**config.mk**
```make
export PLATFORM = sky130hd
export DESIGN_NAME = fetch_step_sequencer
export DESIGN_NICKNAME = d
export VERILOG_FILES = /design/src/rtl/fetch_step_sequencer.sv
export SDC_FILE = /design/constraint.sdc
export NUM_CORES = 1
export LEC_CHECK = 0
export BUFFER_PORTS_ARGS = -buffer_cell sky130_fd_sc_hd__buf_4
export CORE_MARGIN = 3
export CORE_UTILIZATION = 46
export DETAILED_ROUTE_END_ITERATION = 10
export HOLD_SLACK_MARGIN = 0.08
export PLACE_DENSITY = 0.75
export SYNTH_ARGS = -nofsm -noshare
export SYNTH_HDL_FRONTEND = slang
export SYNTH_SLANG_ARGS = --single-unit
export TNS_END_PERCENT = 1
```
**constraint.sdc**
```tcl
create_clock -name Clock -period 1.7 [get_ports Clock]
set_input_delay 0.17 -clock Clock [delete_from_list [all_inputs] [get_ports Clock]]
set_output_delay 0.17 -clock Clock [all_outputs]
set_load 0.01 [all_outputs]
```
**src/rtl/fetch_step_sequencer.sv**
```systemverilog
// fetch_step_sequencer
//
// Control-step sequencer for the datapath. It produces the fetch strobes
// itself (T0, T1 with a wait on memory, T2), then walks a variable-length
// execute phase one step per cycle. Each execute step appears as one bit of
// exec_step. The decode logic ANDs those bits with the opcode decode to form
// the datapath enables.
//
// Parameters
//   MAX_EXEC_STEPS  maximum execute steps per instruction (1..16); width of exec_step
//   STEP_W          width of exec_len and of the step index (2**STEP_W >= MAX_EXEC_STEPS)
//   ICOUNT_W        width of the retired-instruction counter
//
// Ports
//   Clock        system clock, rising edge
//   Clear        asynchronous active-high reset
//   run          level; keeps the sequencer fetching
//   halt_req     level; honoured only at an instruction boundary (or in IDLE)
//   mem_ready    memory read data valid, sampled in T1
//   stall        freezes the execute step while high
//   exec_len     number of execute steps of the instruction in IR, sampled in T2
//   PCout, MAR_enable, IncPC, ZLowIn      T0 strobes
//   MDR_read, MDR_enable, ZLowout         T1 strobes
//   PC_enable                             T1 strobe, only on the completing T1 cycle
//   MDRout, IR_enable                     T2 strobes
//   exec_step    one-hot execute step; bit k is step T(3+k)
//   instr_done   one-cycle pulse on the last execute step (or in T2 when exec_len=0)
//   halted       high in HALT
//   fetch_wait   high while T1 waits on mem_ready
//   icount       retired-instruction counter (wraps)

module fetch_step_sequencer #(
    parameter int MAX_EXEC_STEPS = 8,
    parameter int STEP_W         = 4,
    parameter int ICOUNT_W       = 16
) (
    input  logic                      Clock,
    input  logic                      Clear,
    input  logic                      run,
    input  logic                      halt_req,
    input  logic                      mem_ready,
    input  logic                      stall,
    input  logic [STEP_W-1:0]         exec_len,
    output logic                      PCout,
    output logic                      MAR_enable,
    output logic                      IncPC,
    output logic                      ZLowIn,
    output logic                      MDR_read,
    output logic                      MDR_enable,
    output logic                      ZLowout,
    output logic                      PC_enable,
    output logic                      MDRout,
    output logic                      IR_enable,
    output logic [MAX_EXEC_STEPS-1:0] exec_step,
    output logic                      instr_done,
    output logic                      halted,
    output logic                      fetch_wait,
    output logic [ICOUNT_W-1:0]       icount
);

    typedef enum logic [2:0] {
        IDLE,
        T0,
        T1,
        T2,
        EXEC,
        HALT
    } state_t;

    localparam logic [STEP_W:0] MAX_LEN = (STEP_W+1)'(MAX_EXEC_STEPS);

    state_t              state;
    state_t              boundary_next;
    logic [STEP_W-1:0]   step;
    logic [STEP_W-1:0]   last_step;
    logic [STEP_W:0]     len_ext;
    logic [STEP_W:0]     len_clamped;
    logic [STEP_W-1:0]   new_last;
    logic                at_last;
    logic                boundary;

    // Work out the index of the final execute step for the instruction now in
    // IR. Over-long requests are clamped to the largest supported length. The
    // value is only used when exec_len is non-zero, so the wrap for zero is harmless.
    // The extra bit on len_ext lets MAX_EXEC_STEPS=16 be represented even when
    // STEP_W is only 4.
    always_comb begin
        len_ext     = {1'b0, exec_len};
        len_clamped = (len_ext > MAX_LEN) ? MAX_LEN : len_ext;
        new_last    = STEP_W'(len_clamped - (STEP_W+1)'(1));
    end

    // The instruction boundary is the cycle that carries instr_done. That is T2
    // for a zero-length instruction, or the final execute step with no stall.
    // stall has to gate this cycle directly: otherwise a stall on the final step
    // could not hold back instr_done in that same cycle. At the boundary,
    // halt_req wins over run, and run alone goes straight back to T0 with no
    // bubble.
    always_comb begin
        at_last       = (step == last_step);
        boundary      = ((state == T2) && (exec_len == '0)) ||
                        ((state == EXEC) && !stall && at_last);
        boundary_next = halt_req ? HALT : (run ? T0 : IDLE);
    end

    // Main sequencer: state, execute step index, latched final step and the
    // retired count. Clear aborts whatever is in flight with nothing retired.
    // run and halt_req are looked at only in IDLE, in HALT and at the boundary,
    // so changing them mid-instruction has no effect.
    always_ff @(posedge Clock or posedge Clear) begin
        if (Clear) begin
            state     <= IDLE;
            step      <= '0;
            last_step <= '0;
            icount    <= '0;
        end else begin
            if (boundary) begin
                icount <= icount + ICOUNT_W'(1);
            end
            case (state)
                IDLE: begin
                    if (halt_req) begin
                        state <= HALT;
                    end else if (run) begin
                        state <= T0;
                    end
                end
                T0: begin
                    state <= T1;
                end
                T1: begin
                    if (mem_ready) begin
                        state <= T2;
                    end
                end
                T2: begin
                    if (exec_len == '0) begin
                        state <= boundary_next;
                    end else begin
                        state     <= EXEC;
                        step      <= '0;
                        last_step <= new_last;
                    end
                end
                EXEC: begin
                    if (!stall) begin
                        if (at_last) begin
                            state <= boundary_next;
                            step  <= '0;
                        end else begin
                            step <= step + STEP_W'(1);
                        end
                    end
                end
                HALT: begin
                    if (!halt_req && run) begin
                        state <= T0;
                    end
                end
                default: begin
                    state <= IDLE;
                end
            endcase
        end
    end

    // Strobe decode. Everything comes from the state register and the step
    // index, except three outputs. PC_enable and fetch_wait also use mem_ready.
    // instr_done also uses the boundary condition above. When Clear forces the
    // state to IDLE, every output drops at once.
    always_comb begin
        PCout      = (state == T0);
        MAR_enable = (state == T0);
        IncPC      = (state == T0);
        ZLowIn     = (state == T0);
        MDR_read   = (state == T1);
        MDR_enable = (state == T1);
        ZLowout    = (state == T1);
        PC_enable  = (state == T1) && mem_ready;
        fetch_wait = (state == T1) && !mem_ready;
        MDRout     = (state == T2);
        IR_enable  = (state == T2);
        halted     = (state == HALT);
        instr_done = boundary;
        exec_step  = '0;
        if (state == EXEC) begin
            exec_step = MAX_EXEC_STEPS'(1) << step;
        end
    end

endmodule

```
# Word-level counts from Yosys, hierarchy flattened
# Cells that the tools add are included.
[op_classes]
n_addsub = 3
n_mul = 0
div = 0
n_lt_le_gt_ge = 1
eq_ne = 12
n_shift = 1
muxes = 16
bitwise = 1
reduce_logical = 16
[op_table]
columns = ["cell", "count"]
rows = [
  ["$mux W3", 8],
  ["$pmux W3 S6", 1],
  ["$add A16 B1 Y16 const B", 1],
  ["$mux W4", 4],
  ["$mux W8", 1],
  ["$ne A2 B2 Y1 const B", 4],
  ["$pmux W4 S2", 1],
  ["$shl A1 B4 Y8 const A", 1],
  ["$eq A3 B2 Y1 const B", 2],
  ["$eq A3 B3 Y1 const B", 2],
  ["$logic_and A1 B1 Y1", 6],
  ["$reduce_and A5 Y1", 1],
  ["$add A4 B1 Y4 const B", 1],
  ["$eq A4 B4 Y1", 1],
  ["$gt A4 B4 Y1 const B", 1],
  ["$logic_not A4 Y1", 1],
  ["$sub A4 B1 Y4 const B", 1],
  ["$eq A3 B1 Y1 const B", 1],
  ["$logic_not A1 Y1", 3],
  ["$logic_not A3 Y1", 1],
  ["$ne A3 B3 Y1 const B", 1],
  ["$reduce_and A3 Y1", 1],
  ["$ne A2 B1 Y1 const B", 1],
  ["$reduce_and A2 Y1", 1],
  ["other kinds (4)", 4],
]
[totals]
ff_bits = 27
latch_bits = 0
ram_bits = 0
mem_bits_ro = 0
inputBits = 10
output_inout_bits = 37
elab_cells = 54
memories = 0

# Longest topological paths before layout
# Gate-level depths: netlist of run 1.
[logic_depth]
ltp_word = 5
depth_mapped = 8
ltp_nobuf = 7

# Worst setup path before layout of run 1
# OpenSTA, ideal clock, no wires.
[synth_path]
path_type = "register to register"
start = "reg state[0]"
end = "reg icount[9]"
setup_time_ns = 0.126
arrival_time_ns = 1.752
t_required_ns = 1.574
path_slack_ns = -0.178
stages_incl_launch_ff = 8
path_buffers = 3
period_less_slack_ns = 1.878
path_cell_list = "dfrtp_1 -> buf_6 -> or3b_1 -> buf_2 -> o32ai_4 -> buf_6 -> nand4_1 -> xnor2_1"
[synth_between]
elab_chain_cells = 4
word_cells_on_any_way = 6
cone_classes = "eq/ne: 2; reduce/logical: 4"
[synth_lines]
columns = ["item", "line_no", "text"]
rows = [
  ["from (decl)", "72", "state_t state;"],
  ["from (signal assigned)", "138", "state <= boundary_next;"],
  ["from (signal assigned)", "148", "state <= boundary_next;"],
  ["$eq A3 B3 Y1", "102", "((state == EXEC) && !stall && at_last);"],
  ["$logic_and A1 B1 Y1 (2 in a row)", "102", ""],
  ["$logic_or A1 B1 Y1 (*)", "101", "boundary = ((state == T2) && (exec_len == '0)) ||"],
  ["net instr_done", "55", "output logic instr_done,"],
  ["to (signal assigned)", "118", "icount <= icount + ICOUNT_W'(1);"],
  ["to (decl)", "58", "output logic [ICOUNT_W-1:0] icount"],
]
# The timed path passes the listed nets; every way through them passes the cells marked *.
# A chain may end at the register's enable or synchronous reset.

# Final worst setup path of run 1
[layout_path]
start = "reg state[1]"
end = "out instr_done"
[layout_between]
elab_chain_cells = 4
word_cells_on_any_way = 6
cone_classes = "eq/ne: 2; reduce/logical: 4"
[layout_lines]
columns = ["item", "line_no"]
rows = [
  ["$eq A3 B3 Y1", "102"],
  ["$logic_and A1 B1 Y1 (2 in a row)", "102"],
  ["$logic_or A1 B1 Y1 (*)", "101"],
  ["to (decl)", "55"],
]
# Mark *: on every way between the ends. The rest lies on a longest branch, timed or not.

==> impl_metrics.tcl, run 1 <==
set metrics [dict create \
    run_status "finished, violations left" \
    violations "setup timing" \
    portBuffers 46 \
    syn_area_per_cell_um2 9.62 \
    period_needed_ns 1.88 \
    worstPathArrival_ns 1.71 \
    p_total_mw 2.69 \
    die_h_um 65.4 \
    num_rows 20 \
    yosysUniqueCellTypes 34 \
    grtUsageMet1_pct 24.4 \
    hpwlAfterDp_mm 2.89 \
    path_cells "or3b_4 -> o32ai_4 -> buf_12 -> buf_4" \
    pwr-share-seq_pct 34.3 \
    grt_pass1_vias 1438 \
    grt.overflow.total 0 \
    grt_max_degree 28 \
    syn_inst 169 \
    wl_per_cell_um 14.3 \
    layout_common_cells "buf_4, dfrtp_1, xnor2_1" \
    num_antenna_cells 0 \
    pwr-share-comb_pct 55.2 \
    drt_wl_total_mm 3.83 \
    num_io_pins 47 \
    fillers 271 \
    ys.warnings.count 0 \
    final_common_cell "buf_4" \
    crit_buf_inv 2 \
    crit_required_ns 1.53 \
    synth_ff_type "dfrtp_1" \
    drc 0 \
    grt.total_usage_pct 18.7 \
    ant_nets 0 \
    cts_tree "yes" \
    cts_buffer_depth 2 \
    die_area_um2 4280 \
    initial_core_util_pct 50.7 \
    worstSetupPathDepth 4 \
    fin_crit_sh_pct 110 \
    antenna_found_initial 0 \
    cts_made_buffers 3 \
    whs_ns 0.206 \
    crit_family "simple AND/OR/NAND/NOR gates" \
    drv_slew 0 \
    finalSetupTns_ns -2.00 \
    cpMaxStageDelayCell "or3b_4" \
    ir_worst_vdd_uv 707 \
    cp_max_fo 3 \
    clock_sinks 27 \
    timing.critical_path.from "state[1]$_DFFE_PP0P_" \
    dr.pass1.iters 4 \
    hold_viol_final 0 \
    critPathLaunchType "flip-flop" \
    p_leak_nw 1.07 \
    yosysSeqAreaShare_pct 41.6 \
    clk_latency_ns 0.33 \
    swShare_pct 40.7 \
    netlist_area_um2 1630 \
    ys_ff_latch 27 \
    yosysTopAreaCellShare_pct 41.6 \
    clockPowerShare_pct 10.5 \
    p_sw_mw 1.09 \
    r2r_setup_slack_ns -0.10 \
    num_vias 1401 \
    cts_root_buf "clkbuf_4" \
    place_congestion 0.832 \
    synthTopCellsByArea "dfrtp_1, xnor2_1, ha_1, nand4_1, and2_1" \
    synth_nets 187 \
    grt.busiest_layer "met2" \
    timing.final.ws_setup_ns -0.177 \
    seq_area_um2 676 \
    power_density_nw_per_um2 1220 \
    coreArea_um2 3200 \
    via_per_inst 5.23 \
    synth_area_leader_cell "dfrtp_1" \
    fin_nets 243 \
    drive_gt1_share_pct 35.7 \
    ff2ff_path_depth 6 \
    drv_cap 0 \
    criticalPathCategory "reg2out" \
    clock.fmax_mhz 533 \
    clock_skew_ns 0.00830 \
    grt_util_met2_pct 32.9 \
    die_width_um 65.4 \
    rsz0062_at_grt "true" \
    max-slew-margin-rel_pct 78.0 \
    clk_pin_slew_ns 0.15 \
    critPathMaxStageDelay_ns 0.42 \
    synth_edf_count 0 \
    hold-path-cell-count 3 \
    drtIter0Drc 80 \
    setup_viol 24 \
    cp-end-kind "output pin" \
    hp-class "in2reg" \
    multi_input_area_um2 882 \
    area_delta_synth_final_pct 35.3 \
    pre_cts_slack_ns -0.0363 \
    synthArstFlopShare_pct 100 \
    p_int_mw 1.60 \
    critPathCapture "instr_done" \
    use_met3_pct 1.88 \
    worst_slew_pin_slew_ns 0.330 \
    crit-reg2reg-launch "state[1]$_DFFE_PP0P_" \
    grt_pass1_wl_mm 6.41 \
    htreeDepth 1 \
    reg2reg_to "icount[6]$_DFFE_PP0P_" \
]
-- flip-flops by register name, indices dropped and copies added, names as in the netlist --
register / count
last_step: 4
state: 3
icount: 16
step: 4
-- area by class of cell --
cell class	instances	share of cell area, %
flip-flops and latches	27	30.7
repair buffers	65	23.6
clock inverters	1	0.341
inverters	10	1.71
multi-input cells	118	40.1
well taps	44	2.50
clock buffers	3	1.02
-- per-stage QoR --
step	std cells	instance area (um^2)	utilization [%]
finish	268	2200	68.6
global placement	261	2070	64.5
CTS	268	2150	67.1
detailed placement	261	2070	64.5
floorplan	169	1630	-
global route	268	2200	68.6
-- worst reg2reg max path, cell delays in order, from the launching register on --
cell	delay, ns
dfrtp_1	0.40
or3b_4	0.42
o32ai_4	0.30
buf_12	0.15
buf_8	0.13
nand4_1	0.14
xnor2_1	0.17
-- repair_timing --
action                                 in CTS  in global routing
hold buffers                                1                  0
pin swaps                                   6                  4
buffers inserted                            2                  0
setup endpoints to repair                  19                 37
resized for setup                           7                 11
endpoints found under the hold margin      27                  0
-- power by group through the flow --
stage | Combinational (mW) | Clock [mW] | Sequential [mW]
CTS | 1.40 | 0.288 | 0.912
global route | 1.63 | 0.326 | 0.940
detailed placement | 1.34 | 0 | 0.921
global placement | 1.28 | 0 | 0.908
finish | 1.49 | 0.283 | 0.922
floorplan | 0.843 | 0 | 0.898
-- cell usage after synthesis, drive strengths merged, types with 3 or more instances --
| library cell | n |
|---|---|
| dfrtp | 27 |
| xnor2 | 19 |
| nand4 | 11 |
| clkbuf | 5 |
| ha | 8 |
| nand3 | 4 |
| and2 | 10 |
| nor3 | 4 |
| and4 | 3 |
| o21ai | 11 |
| nand2 | 10 |
| and3 | 7 |
| buf | 9 |
| nor2 | 11 |
| inv | 10 |
-- kinds of logic (layout without fill, tap and decap cells) --
logic type               count (synthesis)  after routing  synth area share (%)
AO/OA/AOI/OAI                           21             21                  9.39
XOR/XNOR                                21             21                  11.3
adder cells (fa/ha/maj)                  8              8                  6.16
buffers and inverters                   24             79                  7.93
flip-flops                              27             27                  41.6
multiplexers                             2              2                  1.31
AND/OR/NAND/NOR                         66             66                  22.3
-- how the worst min path moves through the flow --
stage | start | endpoint
global placement | Clear | last_step[1]$_DFFE_PP0P_
global route | exec_len[0] | last_step[0]$_DFFE_PP0P_
floorplan | Clear | icount[0]$_DFFE_PP0P_
finish | stall | step[3]$_DFFE_PP0P_
detailed placement | Clear | icount[3]$_DFFE_PP0P_
CTS | stall | step[3]$_DFFE_PP0P_
-- metal layers --
layer,vias up,part of all wire [%]
li1,685,-
met2,36,52
met5,-,0
met1,673,43
met3,7,3.9
met4,0,1.3
Power figures use the tool's default switching activity.
==> inputs of run 2 (changes only) <==
--- a/config.mk
+++ b/config.mk
@@ -6,11 +6,13 @@
 export NUM_CORES = 1
 export LEC_CHECK = 0
 export BUFFER_PORTS_ARGS = -buffer_cell sky130_fd_sc_hd__buf_4
+export CAP_MARGIN = 10
 export CORE_MARGIN = 3
 export CORE_UTILIZATION = 46
 export DETAILED_ROUTE_END_ITERATION = 10
 export HOLD_SLACK_MARGIN = 0.08
 export PLACE_DENSITY = 0.75
+export REMOVE_ABC_BUFFERS = 1
 export SYNTH_ARGS = -nofsm -noshare
 export SYNTH_HDL_FRONTEND = slang
 export SYNTH_SLANG_ARGS = --single-unit
==> run 2 against run 1 <==
The flow still finishes with violations (setup timing). Design area rose by 1.5%. Utilization rose by 1.0 points. Clock skew fell by 0.0057 ns. Via count rose by 2.5%. Non-clock buffer count rose by 4. Worst hold slack got worse by 0.022 ns. Routed wire length fell by 6.0%. Total power rose by 0.57%. Critical endpoint unchanged. Highest routed layer unchanged.
==> impl_metrics.tcl, run 2 (synthesis results as in run 1) <==
set metrics [dict create \
    run_status "finished, violations left" \
    violations "setup timing" \
    layout_common_cells "buf_4, dfrtp_1, xnor2_1" \
    num_antenna_cells 0 \
    via_per_inst 5.28 \
    clock.fmax_mhz 533 \
    critPathLaunchType "flip-flop" \
    grt.total_usage_pct 17.4 \
    dr.pass1.iters 5 \
    hp-class "in2reg" \
    drt_wl_total_mm 3.60 \
    crit_required_ns 1.53 \
    clock_sinks 27 \
    ant_nets 0 \
    p_leak_nw 1.09 \
    timing.final.ws_setup_ns -0.175 \
    grt_pass1_vias 1363 \
    cts_buffer_depth 2 \
    fin_cells 272 \
    largest_reg_flops 16 \
    largest_register "icount" \
    placed_cells 262 \
    num_vias 1436 \
    hold_viol_final 0 \
    largest_registers "icount: 16 flops, last_step: 4 flops, step: 4 flops" \
    antenna_found_initial 0 \
    wl_per_cell_um 13.2 \
    num_rows 20 \
    max-slew-margin-rel_pct 77.9 \
    die_h_um 65.4 \
    htreeDepth 1 \
    cts_root_buf "clkbuf_4" \
    grt_max_degree 28 \
    num_io_pins 47 \
    p_total_mw 2.71 \
    clock_skew_ns 0.00263 \
    drc 0 \
    die_width_um 65.4 \
    place_congestion 0.865 \
    clk_pin_slew_ns 0.13 \
    fin_nets 247 \
    drtIter0Drc 75 \
    cts_made_buffers 3 \
    grt_pass1_wl_mm 5.92 \
    worstPathArrival_ns 1.70 \
    power_density_nw_per_um2 1210 \
    fillers 256 \
    clk_latency_ns 0.31 \
    fin_crit_sh_pct 110 \
    die_area_um2 4280 \
    drv_slew 0 \
    cts_tree "yes" \
    drv_cap 0 \
    worst_slew_pin_slew_ns 0.331 \
    ir_worst_vdd_uv 708 \
    cp_max_fo 3 \
    final_common_cell "buf_4" \
    initial_core_util_pct 50.7 \
    rsz0062_at_grt "true" \
    criticalPathCategory "reg2out" \
    cp-end-kind "output pin" \
    hpwlAfterDp_mm 2.70 \
    grt.overflow.total 0 \
    dpl_cell_area_um2 2070 \
    area_delta_synth_final_pct 37.3 \
    portBuffers 46 \
    whs_ns 0.184 \
    stdcell_area_um2 2230 \
    coreArea_um2 3200 \
    setup_viol 23 \
    period_needed_ns 1.87 \
    drive_gt1_share_pct 36.8 \
]
==> run 2: cell types whose count changed in the layout (fill, tap and decap cells not counted) <==
| cell | change |
|---|---|
| buf_4 | +2 |
| buf_6 | +1 |
| buf_8 | +1 |
| clkbuf_1 | +1 |
| clkinvlp_4 | -1 |
| inv_1 | -1 |
| inv_2 | +1 |
| nor2_1 | -2 |
| nor2_2 | +1 |
| nor2_4 | +1 |
| xnor2_1 | +2 |
| xnor2_2 | -2 |
==> run 2: path summary, 6_finish.rpt <==
kind | from | to | slack, ns | cells after the start
min in group asynchronous | Clear | icount[11]$_DFFE_PP0P_ | 0.44 | 4
max reg2reg | state[0]$_DFFE_PP0P_ | icount[1]$_DFFE_PP0P_ | -0.09 | 5
min | halt_req | state[2]$_DFFE_PP0P_ | 0.18 | 3
max in group asynchronous | Clear | icount[8]$_DFFE_PP0P_ | 1.00 | 4
min reg2reg | icount[15]$_DFFE_PP0P_ | icount[15]$_DFFE_PP0P_ | 0.49 | 1
max | state[0]$_DFFE_PP0P_ | instr_done | -0.17 | 4
==> run 2: layer usage <==
layer,GRT usage (%),wire (um)
met1,22.8,1580
met2,31.1,1770
met3,1.88,224
met4,3.11,26
met5,0,0
==> run 2: worst max-delay path: stages (launching register included) <==
cell,delay (ns)
dfrtp_1,0.41
or3b_4,0.43
o32ai_4,0.30
buf_12,0.15
buf_4,0.11
==> run 2: area by class of cell <==
cell class	count	area, um^2	share of cell area [%]
clock buffers	4	26.3	1.18
inverters	10	37.5	1.68
multi-input cells	118	877	39.3
flip-flops and latches	27	676	30.3
well taps	44	55.1	2.47
repair buffers	69	559	25.1
==> run 2: timing repair <==
action | in CTS | in global routing
gates resized for setup | 8 | 15
pin swaps | 9 | 4
endpoints found under the setup margin | 19 | 40
hold endpoints to repair | 27 | 0
hold buffers | 1 | 0
buffers inserted | 4 | 1
==> run 2: power breakdown <==
group | internal (mW) | switching, mW | total, mW
combinational | 0.769 | 0.792 | 1.56
clock | 0.0917 | 0.172 | 0.264
sequential | 0.777 | 0.104 | 0.881
==> run 2: through the flow <==
step | setup TNS (ns) | utilization [%] | setup WS [ns]
after floorplan | -3.87 | - | -0.315
after global placement | -0.00717 | 64.8 | -0.00717
after detailed placement | -0.0373 | 64.8 | -0.0373
after CTS | -2.04 | 67.8 | -0.158
after global routing | -3.74 | 69.6 | -0.238
final | -1.83 | 69.6 | -0.175
==> inputs of run 3 (changes only) <==
--- a/config.mk
+++ b/config.mk
@@ -9,6 +9,7 @@
 export CAP_MARGIN = 10
 export CORE_MARGIN = 3
 export CORE_UTILIZATION = 46
+export CTS_BUF_LIST = sky130_fd_sc_hd__clkbuf_16
 export DETAILED_ROUTE_END_ITERATION = 10
 export HOLD_SLACK_MARGIN = 0.08
 export PLACE_DENSITY = 0.75
==> constraint.sdc (replaced) <==
create_clock -name Clock -period 1.71 [get_ports Clock]
set_input_delay 0.171 -clock Clock [delete_from_list [all_inputs] [get_ports Clock]]
set_output_delay 0.171 -clock Clock [all_outputs]
set_load 0.01 [all_outputs]
==> run 3 against run 2 <==
The run still ends with setup timing left. Highest routed layer unchanged. Critical endpoint is now icount[1]$_DFFE_PP0P_. Register-to-register slack worse by 0.02 ns. Total power up 6.2%. Setup slack better by 0.068 ns. Global-route usage up 1.2 points. Clock skew up 0.0012 ns. Non-clock buffer count up 1. Routed wire length up 8.3%.
==> impl_metrics.tcl, run 3 (synthesis results as in run 1) <==
set metrics [dict create \
    fin_nets 248 \
    num_rows 20 \
    largest_reg_flops 16 \
    p_leak_nw 1.11 \
    grt_max_degree 28 \
    max-slew-margin-rel_pct 77.1 \
    hpwlAfterDp_mm 2.80 \
    die_h_um 65.4 \
    crit_family "simple AND/OR/NAND/NOR gates" \
    clock.fmax_mhz 550 \
    cts_root_buf "clkbuf_16" \
    r2r_setup_slack_ns -0.11 \
    run_status "finished, violations left" \
    num_vias 1473 \
    clock_skew_ns 0.00381 \
    die_area_um2 4280 \
    fin_crit_sh_pct 106 \
    worst_slew_pin_slew_ns 0.344 \
    final_common_cell "buf_4" \
    coreArea_um2 3200 \
    cts_buffer_depth 2 \
    drive_gt1_share_pct 34.1 \
    grt.total_usage_pct 18.5 \
    drc 0 \
    critPathLaunchType "flip-flop" \
    hp-class "in2reg" \
    placed_cells 262 \
    setup_viol 24 \
    violations "setup timing" \
    drv_slew 0 \
    die_width_um 65.4 \
    area_delta_synth_final_pct 38.6 \
    whs_ns 0.295 \
    portBuffers 46 \
    drtIter0Drc 107 \
    path_cells "or3b_4 -> o32ai_4 -> buf_12 -> buf_4 -> mux2_4" \
    cp-end-kind "flip-flop" \
    place_congestion 0.868 \
    drv_cap 0 \
    cts_tree "yes" \
    htreeDepth 1 \
    period_needed_ns 1.82 \
    grt_pass1_vias 1371 \
    crit_required_ns 1.85 \
    cpMaxStageDelayCell "or3b_4" \
    clk_latency_ns 0.26 \
    rsz0062_at_grt "true" \
    wl_per_cell_um 14.3 \
    largest_registers "icount: 16 flops, last_step: 4 flops, step: 4 flops" \
    ant_nets 0 \
    via_per_inst 5.40 \
    grt.overflow.total 0 \
    cp_max_fo 5 \
    criticalPathCategory "reg2reg" \
    initial_core_util_pct 50.7 \
    clk_pin_slew_ns 0.06 \
    worstPathArrival_ns 1.96 \
    cts_made_buffers 3 \
    clock_sinks 27 \
    p_total_mw 2.87 \
    power_density_nw_per_um2 1270 \
    pre_cts_slack_ns -0.0344 \
    dr.pass1.iters 4 \
    num_antenna_cells 0 \
    antenna_found_initial 0 \
    hold_viol_final 0 \
    grt_pass1_wl_mm 6.31 \
    ir_worst_vdd_uv 583 \
    largest_register "icount" \
    critPathMaxStageDelay_ns 0.42 \
    layout_common_cells "buf_4, dfrtp_1, xnor2_1" \
    fin_cells 273 \
    num_io_pins 47 \
    crit_buf_inv 2 \
    drt_wl_total_mm 3.89 \
    timing.final.ws_setup_ns -0.107 \
]
-- run 3: layer usage --
layer / track usage [%] / share of wire, % / up-vias
met5: 0 / 0 / -
met2: 33.5 / 50 / 64
met3: 2.74 / 6.4 / 12
met4: 4.92 / 1.7 / 0
li1: - / - / 696
met1: 22.9 / 41 / 701
-- run 3: final cells by class --
| cell class | count | area [um^2] |
|---|---|---|
| Fill cell | 257 | 950 |
| Multi-Input combinational cell | 118 | 846 |
| Sequential cell | 27 | 676 |
| Timing Repair Buffer | 70 | 559 |
| Clock buffer | 3 | 75.1 |
| Tap cell | 44 | 55.1 |
| Inverter | 10 | 37.5 |
| Clock inverter | 1 | 5.00 |
-- run 3: final timing paths --
kind	startpoint	endpoint	cells past startpoint
setup / recovery	state[1]$_DFFE_PP0P_	icount[1]$_DFFE_PP0P_	5
hold / removal	halt_req	state[2]$_DFFE_PP0P_	3
hold reg to reg	icount[15]$_DFFE_PP0P_	icount[15]$_DFFE_PP0P_	1
min in group asynchronous	Clear	icount[12]$_DFFE_PP0P_	4
setup reg to reg	state[1]$_DFFE_PP0P_	icount[1]$_DFFE_PP0P_	5
max in group asynchronous	Clear	state[2]$_DFFE_PP0P_	4
-- run 3: report_power, final --
group	leakage (nW)	total, mW	internal, mW	switching, mW
logic	0.712	1.47	0.704	0.767
registers	0.360	0.883	0.774	0.108
clock network	0.0409	0.518	0.315	0.203
-- run 3: per-stage QoR --
stage / TNS (ns) / instance area (um^2) / util (%)
5_1_grt: -3.07 / 2250 / 70.4
4_1_cts: -1.83 / 2220 / 69.3
2_1_floorplan: -3.71 / 1530 / -
3_5_place_dp: -0.0361 / 2070 / 64.8
6_report: -1.46 / 2250 / 70.4
3_3_place_gp: 0 / 2070 / 64.8
-- run 3: repair_timing --
item	4_1_cts	5_1_grt
buffers inserted	4	2
pin swaps	2	13
endpoints found under the setup margin	16	25
resized for setup	6	6
hold buffers	1	0
hold endpoints to repair	27	0
-- run 3: worst register-to-register path, delay by kind of cell (launching register included) --
kind	cells	cell delay, ns
and+or+nand+nor	1	0.43
DFF	1	0.39
buffers and inverters	2	0.28
muxes	1	0.29
AOI/OAI and AO/OA	1	0.32
